## config.mk

```make
export PLATFORM = sky130hd
export DESIGN_NAME = ps2_host_tx
export DESIGN_NICKNAME = d
export VERILOG_FILES = /design/src/rtl/ps2_host_tx_pkg.sv /design/src/rtl/ps2_line_filter.sv /design/src/rtl/ps2_host_tx.sv
export SDC_FILE = /design/constraint.sdc
export NUM_CORES = 1
export LEC_CHECK = 0
export BUFFER_PORTS_ARGS = -buffer_cell sky130_fd_sc_hd__buf_2
export CORE_MARGIN = 2
export CORE_UTILIZATION = 40
export DETAILED_ROUTE_END_ITERATION = 8
export GPL_TIMING_DRIVEN = 0
export HOLD_SLACK_MARGIN = 0.05
export PLACE_DENSITY = 0.59
export SYNTH_ARGS = -nofsm -noshare
export SYNTH_HDL_FRONTEND = slang
export SYNTH_SLANG_ARGS = --single-unit
```

## constraint.sdc

```tcl
create_clock -name clk32 -period 4.8 [get_ports clk32]
set_clock_uncertainty 0.05 [all_clocks]
set_input_delay 0 -clock clk32 [delete_from_list [all_inputs] [get_ports clk32]]
set_output_delay 0 -clock clk32 [all_outputs]
set_load 0.02 [all_outputs]
```

## src/rtl/ps2_host_tx_pkg.sv

```systemverilog
// Shared PS/2 definitions: default timing constants, transmitter state encoding,
// and frame helpers used by the host transmitter (and the receiver).
package ps2_host_tx_pkg;

  localparam int unsigned PS2_INHIBIT_CYCLES = 3840;
  localparam int unsigned PS2_REQ_CYCLES     = 320;
  localparam int unsigned PS2_SAMPLE_DELAY   = 10;
  localparam int unsigned PS2_START_TIMEOUT  = 480000;
  localparam int unsigned PS2_FRAME_TIMEOUT  = 64000;
  localparam int unsigned PS2_FRAME_FALLS    = 11;

  typedef enum logic [2:0] {
    ST_IDLE,
    ST_INHIBIT,
    ST_REQUEST,
    ST_SEND,
    ST_ACK,
    ST_RELEASE_WAIT
  } ps2_tx_state_e;

  function automatic logic odd_parity(input logic [7:0] d);
    return ~^d;
  endfunction

  // Bit the host presents after device fall idx: 1..8 data LSB first, 9 parity, 10 stop.
  function automatic logic frame_bit(input logic [7:0] d, input logic p, input logic [3:0] idx);
    if (idx >= 4'd1 && idx <= 4'd8) begin
      return d[3'(idx - 4'd1)];
    end else if (idx == 4'd9) begin
      return p;
    end else begin
      return 1'b1;
    end
  endfunction

endpackage

```

## src/rtl/ps2_line_filter.sv

```systemverilog
// Two-flop synchronizer plus debounce for one PS/2 line; emits filtered level
// and one-cycle fall/rise pulses when a new level is accepted.
module ps2_line_filter #(
  parameter int unsigned SAMPLE_DELAY = 10
) (
  input  logic clk,
  input  logic rst_n,
  input  logic line_in,
  output logic level,
  output logic fall,
  output logic rise
);

  logic        sync1_q, sync1_d;
  logic        sync2_q, sync2_d;
  logic        level_q, level_d;
  logic        fall_q, fall_d;
  logic        rise_q, rise_d;
  logic [15:0] cnt_q, cnt_d;

  always_comb begin
    sync1_d = line_in;
    sync2_d = sync1_q;
    level_d = level_q;
    cnt_d   = '0;
    fall_d  = 1'b0;
    rise_d  = 1'b0;
    // A new level must persist for SAMPLE_DELAY consecutive cycles before it is taken.
    if (sync2_q != level_q) begin
      if (cnt_q == 16'(SAMPLE_DELAY - 1)) begin
        level_d = sync2_q;
        fall_d  = ~sync2_q;
        rise_d  = sync2_q;
      end else begin
        cnt_d = cnt_q + 16'd1;
      end
    end
  end

  always_ff @(posedge clk) begin
    if (!rst_n) begin
      sync1_q <= 1'b1;
      sync2_q <= 1'b1;
      level_q <= 1'b1;
      cnt_q   <= '0;
      fall_q  <= 1'b0;
      rise_q  <= 1'b0;
    end else begin
      sync1_q <= sync1_d;
      sync2_q <= sync2_d;
      level_q <= level_d;
      cnt_q   <= cnt_d;
      fall_q  <= fall_d;
      rise_q  <= rise_d;
    end
  end

  assign level = level_q;
  assign fall  = fall_q;
  assign rise  = rise_q;

endmodule

```

## src/rtl/ps2_host_tx.sv

```systemverilog
// PS/2 host-to-device transmitter: inhibits the clock, requests to send, then
// shifts a command byte out on device clock falls and collects the ACK bit.
module ps2_host_tx
  import ps2_host_tx_pkg::*;
#(
  parameter int unsigned INHIBIT_CYCLES = PS2_INHIBIT_CYCLES,
  parameter int unsigned REQ_CYCLES     = PS2_REQ_CYCLES,
  parameter int unsigned SAMPLE_DELAY   = PS2_SAMPLE_DELAY,
  parameter int unsigned START_TIMEOUT  = PS2_START_TIMEOUT,
  parameter int unsigned FRAME_TIMEOUT  = PS2_FRAME_TIMEOUT
) (
  input  logic       clk32,
  input  logic       rst_n,
  input  logic       kbd_clk,
  input  logic       kbd_dat,
  input  logic       tx_start,
  input  logic [7:0] tx_data,
  output logic       kbd_clk_oe,
  output logic       kbd_dat_oe,
  output logic       busy,
  output logic       tx_done,
  output logic       tx_error
);

  ps2_tx_state_e state_q, state_d;
  logic [31:0]   cnt_q, cnt_d;
  logic [3:0]    bit_cnt_q, bit_cnt_d;
  logic [7:0]    data_q, data_d;
  logic          parity_q, parity_d;
  logic          dat_oe_q, dat_oe_d;
  logic          nack_q, nack_d;
  logic          done_q, done_d;
  logic          error_q, error_d;
  logic          dat_s1_q, dat_s1_d;
  logic          dat_s2_q, dat_s2_d;
  logic          timed_out;
  logic          clk_level, clk_fall, clk_rise;

  ps2_line_filter #(
    .SAMPLE_DELAY(SAMPLE_DELAY)
  ) u_clk_filter (
    .clk    (clk32),
    .rst_n  (rst_n),
    .line_in(kbd_clk),
    .level  (clk_level),
    .fall   (clk_fall),
    .rise   (clk_rise)
  );

  always_ff @(posedge clk32) begin
    if (!rst_n) begin
      state_q   <= ST_IDLE;
      cnt_q     <= '0;
      bit_cnt_q <= '0;
      data_q    <= '0;
      parity_q  <= 1'b0;
      dat_oe_q  <= 1'b0;
      nack_q    <= 1'b0;
      done_q    <= 1'b0;
      error_q   <= 1'b0;
      dat_s1_q  <= 1'b1;
      dat_s2_q  <= 1'b1;
    end else begin
      state_q   <= state_d;
      cnt_q     <= cnt_d;
      bit_cnt_q <= bit_cnt_d;
      data_q    <= data_d;
      parity_q  <= parity_d;
      dat_oe_q  <= dat_oe_d;
      nack_q    <= nack_d;
      done_q    <= done_d;
      error_q   <= error_d;
      dat_s1_q  <= dat_s1_d;
      dat_s2_q  <= dat_s2_d;
    end
  end

  always_comb begin
    state_d   = state_q;
    cnt_d     = cnt_q;
    bit_cnt_d = bit_cnt_q;
    data_d    = data_q;
    parity_d  = parity_q;
    dat_oe_d  = dat_oe_q;
    nack_d    = nack_q;
    done_d    = 1'b0;
    error_d   = 1'b0;
    dat_s1_d  = kbd_dat;
    dat_s2_d  = dat_s1_q;
    // One timer serves both watchdogs: start window until fall 1, frame window after it.
    timed_out = (bit_cnt_q == '0) ? (cnt_q == 32'(START_TIMEOUT - 1))
                                  : (cnt_q == 32'(FRAME_TIMEOUT - 1));
    case (state_q)
      ST_IDLE: begin
        dat_oe_d = 1'b0;
        if (tx_start && !done_q) begin
          data_d    = tx_data;
          parity_d  = odd_parity(tx_data);
          bit_cnt_d = '0;
          cnt_d     = '0;
          nack_d    = 1'b0;
          state_d   = ST_INHIBIT;
        end
      end
      ST_INHIBIT: begin
        if (cnt_q == 32'(INHIBIT_CYCLES - 1)) begin
          cnt_d   = '0;
          state_d = ST_REQUEST;
        end else begin
          cnt_d = cnt_q + 32'd1;
        end
      end
      ST_REQUEST: begin
        if (cnt_q == 32'(REQ_CYCLES - 1)) begin
          cnt_d    = '0;
          dat_oe_d = 1'b1;
          state_d  = ST_SEND;
        end else begin
          cnt_d = cnt_q + 32'd1;
        end
      end
      ST_SEND: begin
        if (timed_out) begin
          state_d   = ST_IDLE;
          cnt_d     = '0;
          bit_cnt_d = '0;
          dat_oe_d  = 1'b0;
          done_d    = 1'b1;
          error_d   = 1'b1;
        end else if (clk_fall) begin
          bit_cnt_d = bit_cnt_q + 4'd1;
          cnt_d     = (bit_cnt_q == '0) ? '0 : cnt_q + 32'd1;
          if (bit_cnt_q == 4'(PS2_FRAME_FALLS - 1)) begin
            nack_d   = dat_s2_q;
            dat_oe_d = 1'b0;
            state_d  = ST_ACK;
          end else begin
            dat_oe_d = ~frame_bit(data_q, parity_q, bit_cnt_q + 4'd1);
          end
        end else begin
          cnt_d = cnt_q + 32'd1;
        end
      end
      ST_ACK, ST_RELEASE_WAIT: begin
        cnt_d = cnt_q + 32'd1;
        if (timed_out) begin
          state_d   = ST_IDLE;
          cnt_d     = '0;
          bit_cnt_d = '0;
          done_d    = 1'b1;
          error_d   = 1'b1;
        end else if (state_q == ST_ACK) begin
          if (clk_rise) begin
            state_d = ST_RELEASE_WAIT;
          end
        end else if (clk_level && dat_s2_q) begin
          state_d   = ST_IDLE;
          cnt_d     = '0;
          bit_cnt_d = '0;
          done_d    = 1'b1;
          error_d   = nack_q;
        end
      end
      default: begin
        state_d  = ST_IDLE;
        dat_oe_d = 1'b0;
      end
    endcase
  end

  always_comb begin
    kbd_clk_oe = (state_q == ST_INHIBIT) || (state_q == ST_REQUEST);
    kbd_dat_oe = (state_q == ST_REQUEST) || ((state_q == ST_SEND) && dat_oe_q);
    busy       = (state_q != ST_IDLE) || done_q;
    tx_done    = done_q;
    tx_error   = error_q;
  end

endmodule
```

==> flow_metrics.env <==
export IMPL_syn_area_per_cell_sq_um=8.07
export IMPL_grt_pass1_vias=3238
export IMPL_vdd_drop_max_mv=0.124
export IMPL_viasPerCell=5.31
export IMPL_ys_seq_elements=75
export IMPL_cpPeakStageDelay_ps=560
export IMPL_cts_max_level=3
export IMPL_post_route_cell_area_sq_um=4570
export IMPL_num_vias=3583
export IMPL_place_ws_ps=1650
export IMPL_grt_max_degree=14
export IMPL_hp_class="primary input to flop"
export IMPL_yosys_warnings=0
export IMPL_sequentialPowerShare=0.424
export IMPL_dp_cells=646
export IMPL_grt_pass1_wl_um=15500
export IMPL_ys_seq_area_frac=0.374
export IMPL_syn_nets=518
export IMPL_powerDensity_nw_per_um2=351
export IMPL_netlist_area_sq_um=4010
export IMPL_worst_path_max_fanout=10
export IMPL_wl_per_cell_um=13.6
export IMPL_pwr_share_clk=0.290
export IMPL_start_util=0.410
export IMPL_ant_nets=0
export IMPL_grt_antenna_before_repair=0
export IMPL_p_int_mw=1.03
export IMPL_die_height_um=104
export IMPL_rsz0062_at_grt="false"
export IMPL_critPathSlowestCell="nor3b_1"
export IMPL_slew_headroom=0.540
export IMPL_max_freq_mhz=318
export IMPL_async_flop_share=0
export IMPL_setup_viol=0
export IMPL_crit_path_end_kind="flop"
export IMPL_io_buffers=16
export IMPL_p_comb_frac=0.286
export IMPL_status="finished, final reports clean"
export IMPL_antennaDiodeCount=0
export IMPL_die_area_sq_um=10800
export IMPL_crit_arrival_ps=3390
export IMPL_drt_wl_total_um=9210
export IMPL_dr_pass1_iters=4
export IMPL_cts_tree="yes"
export IMPL_synth_edf_count=0
export IMPL_p_sw_uw=573
export IMPL_cp_top_family="buffers and inverters"
export IMPL_grt_usage=0.175
export IMPL_ctsResizeCount=0
export IMPL_final_instance_count_excl_fill=675
export IMPL_finalNetCount=558
export IMPL_reg2reg_slack_ps=1650
export IMPL_hold_viol=0
export IMPL_core_area_sq_um=9770
export IMPL_rows=36
export IMPL_slew_violations=0
export IMPL_finalSetupTns_ps=0
export IMPL_maxCapViolCount=0
export IMPL_fp_dieW_um=104
export IMPL_required_ps=5040
export IMPL_yosysTopAreaCellShare=0.374
export IMPL_finalCritPeriodShare=0.656
export IMPL_grt_ovfl_total=0
export IMPL_cts_max_path_buffers=2
export IMPL_placed_area_sq_um=4260
export IMPL_post_dp_hpwl_um=6580
export IMPL_tightest_slew_ps=687
export IMPL_post_route_worst_setup_slack_ps=1650
export IMPL_drive_above_1_share=0.0978
export IMPL_critPathLaunchType="flop"
export IMPL_period_minus_slack_ps=3150
export IMPL_cts_made_buffers=9
export IMPL_whs_ps=210
export IMPL_p_leak_nw=1.58
export IMPL_synth_top_area_cell="dfxtp_1"
export IMPL_drtIter0Drc=124
export IMPL_crit_chain="clkbuf_1 > inv_1 > ha_1 > nor3b_1 > mux2_2 > o2111ai_2 > o21ai_4 > a21oi_2 > buf_2 > nand3_1 > mux2i_1"
export IMPL_synthFlopType="dfxtp_1"
export IMPL_cts_sinks=75
export IMPL_synth_cells=497
export IMPL_ys_top_cells_by_area="dfxtp_1 37%, nor2_1 6.1%, xor2_1 5.2%"
export IMPL_cts_clk_slew_worst_paths_ps=80
export IMPL_synth_distinct_cells=57
export IMPL_gp_congestion=0.805
export IMPL_io_pins=18
export IMPL_clk_latency_ps=360
export IMPL_critical_path_class="flop to flop"
export IMPL_areaGrowthSynthToFinish_pct=14.1
export IMPL_drc=0
export IMPL_root_buffer="clkbuf_8"
export IMPL_switching_share=0.357
export IMPL_timing_critical_path_buf_inv=3
[flip-flops by register name, summed over array words and instances, names as in the netlist]
signal / flops
parity_q: 1
bit_cnt_q: 4
dat_s2_q: 1
u_clk_filter.sync2_q: 1
u_clk_filter.sync1_q: 1
dat_s1_q: 1
data_q: 8
cnt_q: 32
u_clk_filter.fall: 1
tx_done: 1
dat_oe_q: 1
u_clk_filter.rise: 1
u_clk_filter.level: 1
nack_q: 1
state_q: 3
u_clk_filter.cnt_q: 16
tx_error: 1
[placed cells by master, fill, tap and decap left out, types with 14 or more instances in the layout]
cell,synthesis,layout
dfxtp_1,75,75
xor2_1,24,24
nand3_1,36,36
nand2_1,54,54
nand4_1,14,14
clkbuf_1,16,16
a21oi_1,27,27
nand2b_1,15,15
xnor2_1,18,18
buf_2,3,19
nor2_1,65,65
o21ai_0,19,19
[worst reg2reg max path: cells and delay by family, from the launching register on]
family | cells | cell delay, ps
compound gates | 3 | 630
fa+ha+maj | 1 | 150
buf+inv | 3 | 710
flops | 1 | 330
mux | 2 | 570
simple gates | 2 | 660
[timing repair]
action | 4_1_cts | 5_1_grt
hold buffers | 13 | 0
hold endpoints to repair | 12 | 0
buffers inserted | 0 | 0
[cells by family after synthesis]
group | Yosys count | synth area share
buffers and inverters | 34 | 0.0346
muxes | 6 | 0.0215
DFF | 75 | 0.374
and+or+nand+nor | 256 | 0.329
AOI/OAI and AO/OA | 76 | 0.124
xor gates and xnor gates | 42 | 0.0917
adders and majority gates | 8 | 0.0250
[cell usage after synthesis, drive strengths merged (2+ instances only)]
master,instances
nor4,10
a21o,3
o21ai,21
mux4,2
or2,2
nor4b,3
or3,6
dfxtp,75
xor2,24
nand3b,2
nand4,14
nor2b,3
buf,5
a22oi,3
nor3,14
xnor2,18
and4,4
o211ai,2
or4b,2
nand4b,3
and2,6
clkbuf,16
mux2i,3
nand2b,15
nor2,66
nand2,55
ha,8
a21oi,29
o21a,5
nand3,36
inv,13
nor3b,5
and3,9
a211oi,2
[final timing paths]
check                                                     start                              end  cells after the start
worst max-delay path                  bit_cnt_q[0]$_SDFFE_PN0P_           cnt_q[21]$_SDFFE_PN0P_                     11
worst min-delay path                                   tx_start          state_q[1]$_SDFFE_PN0P_                      5
worst max register to register        bit_cnt_q[0]$_SDFFE_PN0P_           cnt_q[21]$_SDFFE_PN0P_                     11
worst min register to register  u_clk_filter.sync1_q$_SDFF_PN1_  u_clk_filter.sync2_q$_SDFF_PN1_                      1
[per-stage QoR]
stage	power [mW]	util
final	1.60	0.468
after global routing	1.70	0.468
after CTS	1.62	0.468
after detailed placement	1.15	0.435
after global placement	1.14	0.435
after floorplan	1.03	-
[routing by layer]
layer / share of wire / vias up / global-route usage
li1: - / 1823 / -
met5: 0 / - / 0
met1: 0.50 / 1694 / 0.233
met3: 0.036 / 10 / 0.0407
met2: 0.45 / 56 / 0.281
met4: 0.013 / 0 / 0.0589
[layout make-up]
| class | instances | area (sq um) |
|---|---|---|
| clock inverters | 5 | 36.3 |
| fillers | 1011 | 5200 |
| inverters | 13 | 48.8 |
| multi-input cells | 388 | 2370 |
| well taps | 133 | 166 |
| plain buffers | 21 | 90.1 |
| repair buffers | 29 | 210 |
| flip-flops and latches | 75 | 1500 |
| clock buffers | 11 | 151 |
[power by group through the flow]
stage,registers (mW),clock network (mW),logic [mW]
final,0.680,0.465,0.460
after global routing,0.685,0.504,0.515
after CTS,0.679,0.476,0.464
after detailed placement,0.693,0,0.453
after global placement,0.692,0,0.447
after floorplan,0.688,0,0.338
No activity file was read; power rests on OpenSTA's default activity.
